[config.mk]
export PLATFORM = sky130hd
export DESIGN_NAME = ysyx_rob
export DESIGN_NICKNAME = d
export VERILOG_FILES = /design/src/rtl/ysyx_rob_pkg.sv /design/src/rtl/ysyx_rob.sv
export SDC_FILE = /design/constraint.sdc
export NUM_CORES = 2
export LEC_CHECK = 0
export BUFFER_PORTS_ARGS = -buffer_cell sky130_fd_sc_hd__buf_4
export CAP_MARGIN = 20
export CELL_PAD_IN_SITES_DETAIL_PLACEMENT = 0
export CELL_PAD_IN_SITES_GLOBAL_PLACEMENT = 2
export CORE_MARGIN = 2
export CORE_UTILIZATION = 41
export CTS_BUF_LIST = sky130_fd_sc_hd__clkbuf_8
export CTS_CLUSTER_SIZE = 16
export DETAILED_ROUTE_END_ITERATION = 7
export HOLD_SLACK_MARGIN = 0.12
export PLACE_DENSITY = 0.95
export SLEW_MARGIN = 10
export SYNTH_ARGS = -nofsm -noshare
export SYNTH_HDL_FRONTEND = slang
export SYNTH_SLANG_ARGS = --single-unit
[constraint.sdc]
create_clock -name clock -period 43.2 [get_ports clock]
set_input_delay 2.16 -clock clock [delete_from_list [all_inputs] [get_ports clock]]
set_output_delay 2.16 -clock clock [all_outputs]
set_load 0.01 [all_outputs]
[src/rtl/ysyx_rob_pkg.sv]
// Shared constants, entry layout and tag helpers for the reorder buffer.
// Tag 0 means "no dependency"; tags 1..ROB_SIZE name entries 0..ROB_SIZE-1.
package ysyx_rob_pkg;

    localparam int unsigned XLEN     = 32;
    localparam int unsigned ROB_SIZE = 4;
    localparam int unsigned IDXW     = $clog2(ROB_SIZE);
    localparam int unsigned TAGW     = IDXW + 1;
    localparam int unsigned CNTW     = IDXW + 1;

    typedef struct packed {
        logic            busy;
        logic            done;
        logic [4:0]      rd;
        logic [XLEN-1:0] pc;
        logic [XLEN-1:0] result;
        logic [XLEN-1:0] npc;
        logic            pc_change;
        logic            csr_wen;
        logic [11:0]     csr_addr;
        logic [XLEN-1:0] csr_wdata;
        logic            ecall;
        logic            mret;
        logic            ebreak;
    } rob_entry_t;

    function automatic logic [IDXW-1:0] tag_to_idx(input logic [TAGW-1:0] tag);
        return IDXW'(tag - TAGW'(1));
    endfunction

    // Tags above ROB_SIZE would alias after truncation, so they never match.
    function automatic logic tag_in_range(input logic [TAGW-1:0] tag);
        return (tag != '0) && (tag <= TAGW'(ROB_SIZE));
    endfunction

endpackage

[src/rtl/ysyx_rob.sv]
// In-order reorder buffer: allocates tags, captures out-of-order writebacks,
// forwards completed results and retires the head entry, flushing on redirect.
module ysyx_rob
    import ysyx_rob_pkg::*;
(
    input  logic            clock,
    input  logic            reset,
    input  logic            alloc_valid,
    input  logic [4:0]      alloc_rd,
    input  logic [XLEN-1:0] alloc_pc,
    output logic            alloc_ready,
    output logic [TAGW-1:0] alloc_tag,
    input  logic            wb_valid,
    input  logic [TAGW-1:0] wb_dest,
    input  logic [XLEN-1:0] wb_result,
    input  logic [XLEN-1:0] wb_npc,
    input  logic            wb_pc_change,
    input  logic            wb_ebreak,
    input  logic            wb_ecall,
    input  logic            wb_mret,
    input  logic            wb_csr_wen,
    input  logic [11:0]     wb_csr_addr,
    input  logic [XLEN-1:0] wb_csr_wdata,
    input  logic [TAGW-1:0] qj_tag,
    input  logic [TAGW-1:0] qk_tag,
    output logic            qj_ready,
    output logic            qk_ready,
    output logic [XLEN-1:0] qj_value,
    output logic [XLEN-1:0] qk_value,
    output logic            commit_valid,
    output logic [4:0]      commit_rd,
    output logic [XLEN-1:0] commit_pc,
    output logic [XLEN-1:0] commit_result,
    output logic            commit_csr_wen,
    output logic [11:0]     commit_csr_addr,
    output logic [XLEN-1:0] commit_csr_wdata,
    output logic            commit_ecall,
    output logic            commit_mret,
    output logic            commit_ebreak,
    output logic            flush_pipeline,
    output logic [XLEN-1:0] flush_npc
);

    rob_entry_t      rob_q [ROB_SIZE];
    logic [IDXW-1:0] head_q;
    logic [IDXW-1:0] tail_q;
    logic [CNTW-1:0] count_q;

    rob_entry_t      head_e;
    logic [IDXW-1:0] wb_idx;
    logic            wb_hit;
    logic            alloc_fire;

    assign head_e      = rob_q[head_q];
    assign alloc_ready = (count_q != CNTW'(ROB_SIZE));
    assign alloc_tag   = TAGW'(tail_q) + TAGW'(1);

    // Head retirement and redirect decode
    assign commit_valid     = head_e.busy && head_e.done;
    assign commit_rd        = head_e.rd;
    assign commit_pc        = head_e.pc;
    assign commit_result    = head_e.result;
    assign commit_csr_wen   = head_e.csr_wen;
    assign commit_csr_addr  = head_e.csr_addr;
    assign commit_csr_wdata = head_e.csr_wdata;
    assign commit_ecall     = head_e.ecall;
    assign commit_mret      = head_e.mret;
    assign commit_ebreak    = head_e.ebreak;
    assign flush_pipeline   = commit_valid && (head_e.pc_change || head_e.ecall || head_e.mret);
    assign flush_npc        = head_e.npc;

    assign alloc_fire = alloc_valid && alloc_ready && !flush_pipeline;
    assign wb_idx     = tag_to_idx(wb_dest);
    assign wb_hit     = wb_valid && tag_in_range(wb_dest)
                        && rob_q[wb_idx].busy && !rob_q[wb_idx].done;

    // Operand lookup: same-cycle writeback bypass takes priority over storage
    always_comb begin
        qj_ready = 1'b0;
        qj_value = '0;
        qk_ready = 1'b0;
        qk_value = '0;
        if (tag_in_range(qj_tag)) begin
            if (wb_valid && (wb_dest == qj_tag)) begin
                qj_ready = 1'b1;
                qj_value = wb_result;
            end else if (rob_q[tag_to_idx(qj_tag)].busy && rob_q[tag_to_idx(qj_tag)].done) begin
                qj_ready = 1'b1;
                qj_value = rob_q[tag_to_idx(qj_tag)].result;
            end
        end
        if (tag_in_range(qk_tag)) begin
            if (wb_valid && (wb_dest == qk_tag)) begin
                qk_ready = 1'b1;
                qk_value = wb_result;
            end else if (rob_q[tag_to_idx(qk_tag)].busy && rob_q[tag_to_idx(qk_tag)].done) begin
                qk_ready = 1'b1;
                qk_value = rob_q[tag_to_idx(qk_tag)].result;
            end
        end
    end

    always_ff @(posedge clock or posedge reset) begin
        if (reset) begin
            head_q  <= '0;
            tail_q  <= '0;
            count_q <= '0;
            for (int unsigned i = 0; i < ROB_SIZE; i++) begin
                rob_q[IDXW'(i)] <= '0;
            end
        end else if (flush_pipeline) begin
            head_q  <= '0;
            tail_q  <= '0;
            count_q <= '0;
            for (int unsigned i = 0; i < ROB_SIZE; i++) begin
                rob_q[IDXW'(i)] <= '0;
            end
        end else begin
            // A pending entry is never the head being committed nor the tail being allocated
            if (wb_hit) begin
                rob_q[wb_idx].done      <= 1'b1;
                rob_q[wb_idx].result    <= wb_result;
                rob_q[wb_idx].npc       <= wb_npc;
                rob_q[wb_idx].pc_change <= wb_pc_change;
                rob_q[wb_idx].csr_wen   <= wb_csr_wen;
                rob_q[wb_idx].csr_addr  <= wb_csr_addr;
                rob_q[wb_idx].csr_wdata <= wb_csr_wdata;
                rob_q[wb_idx].ecall     <= wb_ecall;
                rob_q[wb_idx].mret      <= wb_mret;
                rob_q[wb_idx].ebreak    <= wb_ebreak;
            end
            if (commit_valid) begin
                rob_q[head_q] <= '0;
                head_q        <= head_q + IDXW'(1);
            end
            if (alloc_fire) begin
                rob_q[tail_q].busy <= 1'b1;
                rob_q[tail_q].done <= 1'b0;
                rob_q[tail_q].rd   <= alloc_rd;
                rob_q[tail_q].pc   <= alloc_pc;
                tail_q             <= tail_q + IDXW'(1);
            end
            case ({alloc_fire, commit_valid})
                2'b10:   count_q <= count_q + CNTW'(1);
                2'b01:   count_q <= count_q - CNTW'(1);
                default: count_q <= count_q;
            endcase
        end
    end

endmodule

Word-level counts from Yosys, hierarchy flattened
Index checks and enable logic that the tools add are counted.
Operators by class
  multiplexer cells: 80
  bitwise logic cells: 7
  magnitude comparators: 11
  add/sub/neg operators: 8
  reduce and logical (&&, ||, !) cells: 27
  equality and inequality tests: 5
Operators by type and width (number)
  $bwmux 608: 14
  $demux 152 s2: 15
  $mux 608: 6
  $mux 152: 10
  $bmux 152 s2: 4
  $and 608x608->608: 1
  $not 608->608: 1
  $mux 151: 2
  $mux 32: 6
  $mux 150: 1
  $mux 145: 1
  $mux 113: 1
  $mux 81: 1
  $mux 49: 1
  $mux 48: 1
  $mux 47: 1
  $mux 35: 1
  $logic_and 1x1->1: 17
  $ge 3x3->1 const B: 5
  $not 2->3: 5
  $reduce_bool 3->1: 4
  $mux 2: 5
  $le 3x3->1 const B: 3
  $lt 3x1->1 const B: 3
  15 further kinds: 29
Word-level totals
  word-level logic and storage cells: 193
  bits of input ports: 163
  register bits after elaboration: 615
  output and inout bits: 221

Depth between registers and ports, before layout
  depth in word-level cells: 27
  gate-level depth with buffers: 11
  depth with buffers taken out: 8

Least setup slack after synthesis
OpenSTA, ideal clock, no wires.
  kind: input port to output port
  from: input port qj_tag[0]
  to: output port qj_value[11]
  cell stages on the path: 11
  path slack: 35.895 ns
  buffers on the path: 6
  arrival time: 5.145 ns
  required time: 41.040 ns
  path through: buf_2 > buf_1 > clkbuf_1 > inv_1 > ha_1 > clkbuf_1 > buf_1 > buf_2 > mux4_2 > nand2_1 > a21oi_1
On the way
  cells in the longest elaborated chain, start to end: 9
  elaborated cells on any way between the ends: 14
  those cells by class: add/sub (1); order compare (1); eq/ne (1); mux (6); bitwise (1); reduce/logical (4)
Ends and longest elaborated chain
  from (decl): line ysyx_rob.sv:24  | input logic [TAGW-1:0] qj_tag,
  $sub 2x1->2: line ysyx_rob_pkg.sv:28  | return IDXW'(tag - TAGW'(1));
  $not 2->3 (implied by the code): line ysyx_rob.sv:87, ysyx_rob.sv:89
  $bmux 152 s2: line ysyx_rob.sv:87, ysyx_rob.sv:89
  $mux 152 (implied by the code) (2 in a row): line ysyx_rob.sv:89  | qj_value = rob_q[tag_to_idx(qj_tag)].result;
  $logic_and 1x1->1: line ysyx_rob.sv:87  | end else if (rob_q[tag_to_idx(qj_tag)].busy && rob_q[tag_to_idx(qj_tag)].done) begin
  $mux 32: line ysyx_rob.sv:87
  $mux 32: line ysyx_rob.sv:84  | if (wb_valid && (wb_dest == qj_tag)) begin
  $mux 32 (*): line ysyx_rob.sv:83  | if (tag_in_range(qj_tag)) begin
  to (decl): line ysyx_rob.sv:28  | output logic [XLEN-1:0] qj_value,
Mark *: on every way between the ends. The rest lies on a longest branch, timed or not. The select of a mux whose other input is x is not followed.

Worst setup path after layout
  from: input port qj_tag[0]
  to: output port qj_value[16]
The elaborated chain is that of the path after synthesis.

==> metrics.md <==
| Metric | Value |
|---|---|
| Post-synthesis to final-layout area growth | 18.8% |
| Most repeated cell in the gate-level netlist after synthesis | nand2_1 |
| Logic gate share of total power | 39.0% |
| Skew final | 0.0562 ns |
| Per-instance average area after synthesis | 9.56 um^2 |
| Fraction of final layout cells with drive strength greater than 1 | 25.9% |
| Synthesized area | 0.0310 mm^2 |
| Endpoint of the lowest-slack register-to-register path | rob_q[553] |
| H-tree levels | 3 |
| Average wire per cell in the routed design | 23.9 um |
| Final cell area excluding filler cells | 0.0369 mm^2 |
| Remaining DRCs | 0 |
| Die Outline Area | 0.0779 mm^2 |
| Clock period minus final worst setup slack | 7.24 ns |
| Post-detail-place hpwl | 63,000 um |
| Worst Setup Path Type | in2out |
| Hold path startpoint | rob_q[161] |
| Remaining antenna violation count | 0 |
| Post-cts resize count | 0 |
| Number of cells traversed by the worst hold path | 2 |
| Synth top area cells | dfrtp_1, nand2_1, mux4_2 |
| Hold Path End | rob_q[161] |
| Synth top area share | 49.6% |
| Number of maximum-capacitance violations | 0 |
| Vertical die dimension | 279 um |
| Primary flip-flop cell chosen by synthesis mapping | dfrtp_1 |
| DR pass1 iterations | 6 |
| Relative slew slack | 27.1% |
| Clk pwr share | 24.1% |
| Crit start category | primary input |
| Clk_lat worst skew | 0.75 ns |
| Post-CTS Hold Buffers | 0 |
| Type of element capturing the critical path | output pin |
| Row Count | 100 |
| Count of warnings emitted by yosys | 0 |
| Antenna violations before repair | 15 |
| Register-to-Register Setup Slack | 37.90 ns |
| Hold crit path type | reg2reg |
| Crit path depth | 7 |
| Outcome | finished clean |
| Max-slew violation count | 0 |
| Final non-filler cell total | 4,575 |
| Net switching power | 912 uW |
| Starting density of the core | 41.6% |
| Biggest area consumer among synthesized cells | dfrtp_1 |
| Number of cells after detailed placement | 4,375 |
| Leakage | 16.2 nW |
| Via count | 26,125 |
| Global-route usage over all layers | 28.0% |
| Number of failing hold endpoints at the final stage | 0 |
| First-iteration detailed-routing DRC count | 2,540 |
| Number of setup buffers added after CTS | 0 |
| Clock tree root driver cell | clkbuf_8 |
| Cell chain of the critical path | buf_4 > xnor2_1 > and4_2 > o21ai_4 > buf_4 > a21oi_1 > buf_4 |
| Internal Power | 1.52 mW |
| R2R depth | 8 |
| Unique cell type count in the Yosys netlist | 32 |
| Maximum clock frequency | 138 MHz |
| Number of top-level pins | 384 |
| Wire length of the first global-routing pass | 166,000 um |
| Utilization after layout | 49.4% |
| Number of CTS-inserted buffers | 109 |
| Number of standard cells after synthesis | 3,246 |
| I/O Buffers | 383 |
| Vias per cell | 5.71 |
| Power per cell area | 65.8 mW/mm^2 |
| Number of global-route vias before repair | 26,239 |
| Reg power frac | 36.9% |
| Cell area reported after detailed placement | 0.0345 mm^2 |
| RePlAce Congestion | 0.814 |
| Most used standard cells in the synthesized netlist | nand2_1, dfrtp_1, a21oi_1 |
| Highest cell delay on the worst timing path | 1.00 ns |
| Synthesized netlist net count | 3,424 |
| Number of fillers in the final layout | 7,044 |
| Worst path slowest cell | and4_2 |
| Most common cell type on the critical path | buf_4 |
| Portion of the post-synthesis area used by sequential elements | 49.6% |
| Post-Route WL | 110,000 um |
| Area of the core | 0.0747 mm^2 |
| Clock tree sinks | 615 |
| Final Net Count | 3,696 |
| Slew at the pin closest to its max-slew limit | 1.09 ns |
| Critical register-to-register path startpoint | head_q[1] |
| Pin count of the biggest net entering global routing | 170 |
| Final TNS setup | 0 ns |
| Number of synthesized register bits | 615 |
| Remaining Overflow, GRT | 0 |
| Worst Path Arrival | 5.08 ns |
| Final worst-path cycle share | 16.8% |
| Switching power as a share of total power | 37.5% |
| Number of enable flip-flop cells after synthesis | 0 |
| Setup-violating endpoint count in the final report | 0 |
| Unrepaired setup endpoints after global routing | no |
| Dominant delay contributor by cell family on the critical path | buffers and inverters |
| Proportion of synthesized flip-flops having asynchronous set or reset | 100% |
| Critical path data required time | 41.04 ns |
| Worst-case clock buffer depth | 3 |
| Worst ir drop on vdd | 0.0435 mV |
| Clock transition time at the flip-flop clock pins of the worst setup and hold paths | 0.06 ns |
| Crit-path max FO | 35 |
| Die X | 279 um |
| CTS tree | yes |
| Worst Path Buf+Inv | 3 |
-- cell type report --
class / instances / area (um^2) / share of cell area (%)
Multi-Input combinational cell: 2338 / 14500 / 39.3
Tap cell: 969 / 1210 / 3.29
Timing Repair Buffer: 437 / 3320 / 9.00
Sequential cell: 615 / 15400 / 41.7
Clock buffer: 147 / 2020 / 5.48
Clock inverter: 41 / 338 / 0.916
Inverter: 17 / 71.3 / 0.193
Antenna cell: 11 / 27.5 / 0.0746
-- state kept, by name (all words and copies together), names as in the netlist --
register	cells
count_q	3
tail_q	2
head_q	2
rob_q	608
-- tightest hold or removal path, stage by stage (launching register included) --
cell and delay, ns:
dfrtp_1 0.37, nand2_1 0.06, a21oi_1 0.05
-- cells by family (layout without fill, tap and decap cells) --
logic type      count (synthesis)  count (layout)  share of synthesized area (%)
simple gates                 1404            1404                           17.3
compound gates                689             689                           12.2
other cells                     0              11                              0
xor+xnor                       11              11                          0.310
flops                         615             615                           49.6
fa+ha+maj                      15              15                          0.629
mux                           219             219                           15.9
buf+inv                       293             642                           4.08
-- power by group through the flow --
stage	combinational, mW	sequential [mW]	clock [mW]
final	0.946	0.896	0.586
after global routing	1.02	0.917	0.620
after detailed placement	0.947	0.902	0
after CTS	0.950	0.892	0.596
after floorplan	0.633	0.854	0
after global placement	0.935	0.895	0
-- layout by cell type, fill, tap and decap left out, drive strengths merged, types with 2 or more instances in the layout --
master / Yosys / layout
and3: 4 / 4
nand3: 5 / 5
o21ai: 11 / 11
nand2: 1339 / 1339
and2: 6 / 6
nand4: 6 / 6
buf: 88 / 437
diode: 0 / 11
clkinv: 0 / 9
ha: 14 / 14
mux4: 218 / 218
clkbuf: 188 / 147
a21oi: 672 / 672
nor3: 2 / 2
and4: 6 / 6
o211ai: 2 / 2
bufinv: 0 / 4
nor2: 30 / 30
xnor2: 11 / 11
inv: 17 / 45
nor2b: 4 / 4
dfrtp: 615 / 615
-- per-layer routing --
metal / share of wire [%] / global-route usage, % / up-vias
met5: 0.050 / 0 / -
li1: - / - / 11532
met1: 41 / 37.9 / 13217
met4: 3.1 / 10.0 / 8
met2: 47 / 44.6 / 1175
met3: 8.4 / 6.09 / 193
-- through the flow --
step	setup WS, ns	hold slack (ns)	power (mW)
2_1_floorplan	23.82	0.494	1.49
3_3_place_gp	36.02	0.506	1.83
3_5_place_dp	35.99	0.512	1.85
4_1_cts	35.98	0.520	2.44
5_1_grt	35.82	0.530	2.56
6_report	35.96	0.518	2.43
-- worst max-delay path by stage --
| stage | from | endpoint |
|---|---|---|
| after floorplan | reset | count_q[0] |
| after global placement | qk_tag[0] | qk_value[24] |
| after detailed placement | qk_tag[0] | qk_value[24] |
| after CTS | qk_tag[0] | qk_value[24] |
| after global routing | head_q[0] | commit_csr_wdata[4] |
| final | qj_tag[0] | qj_value[16] |
No activity file was read; power rests on OpenSTA's default activity.
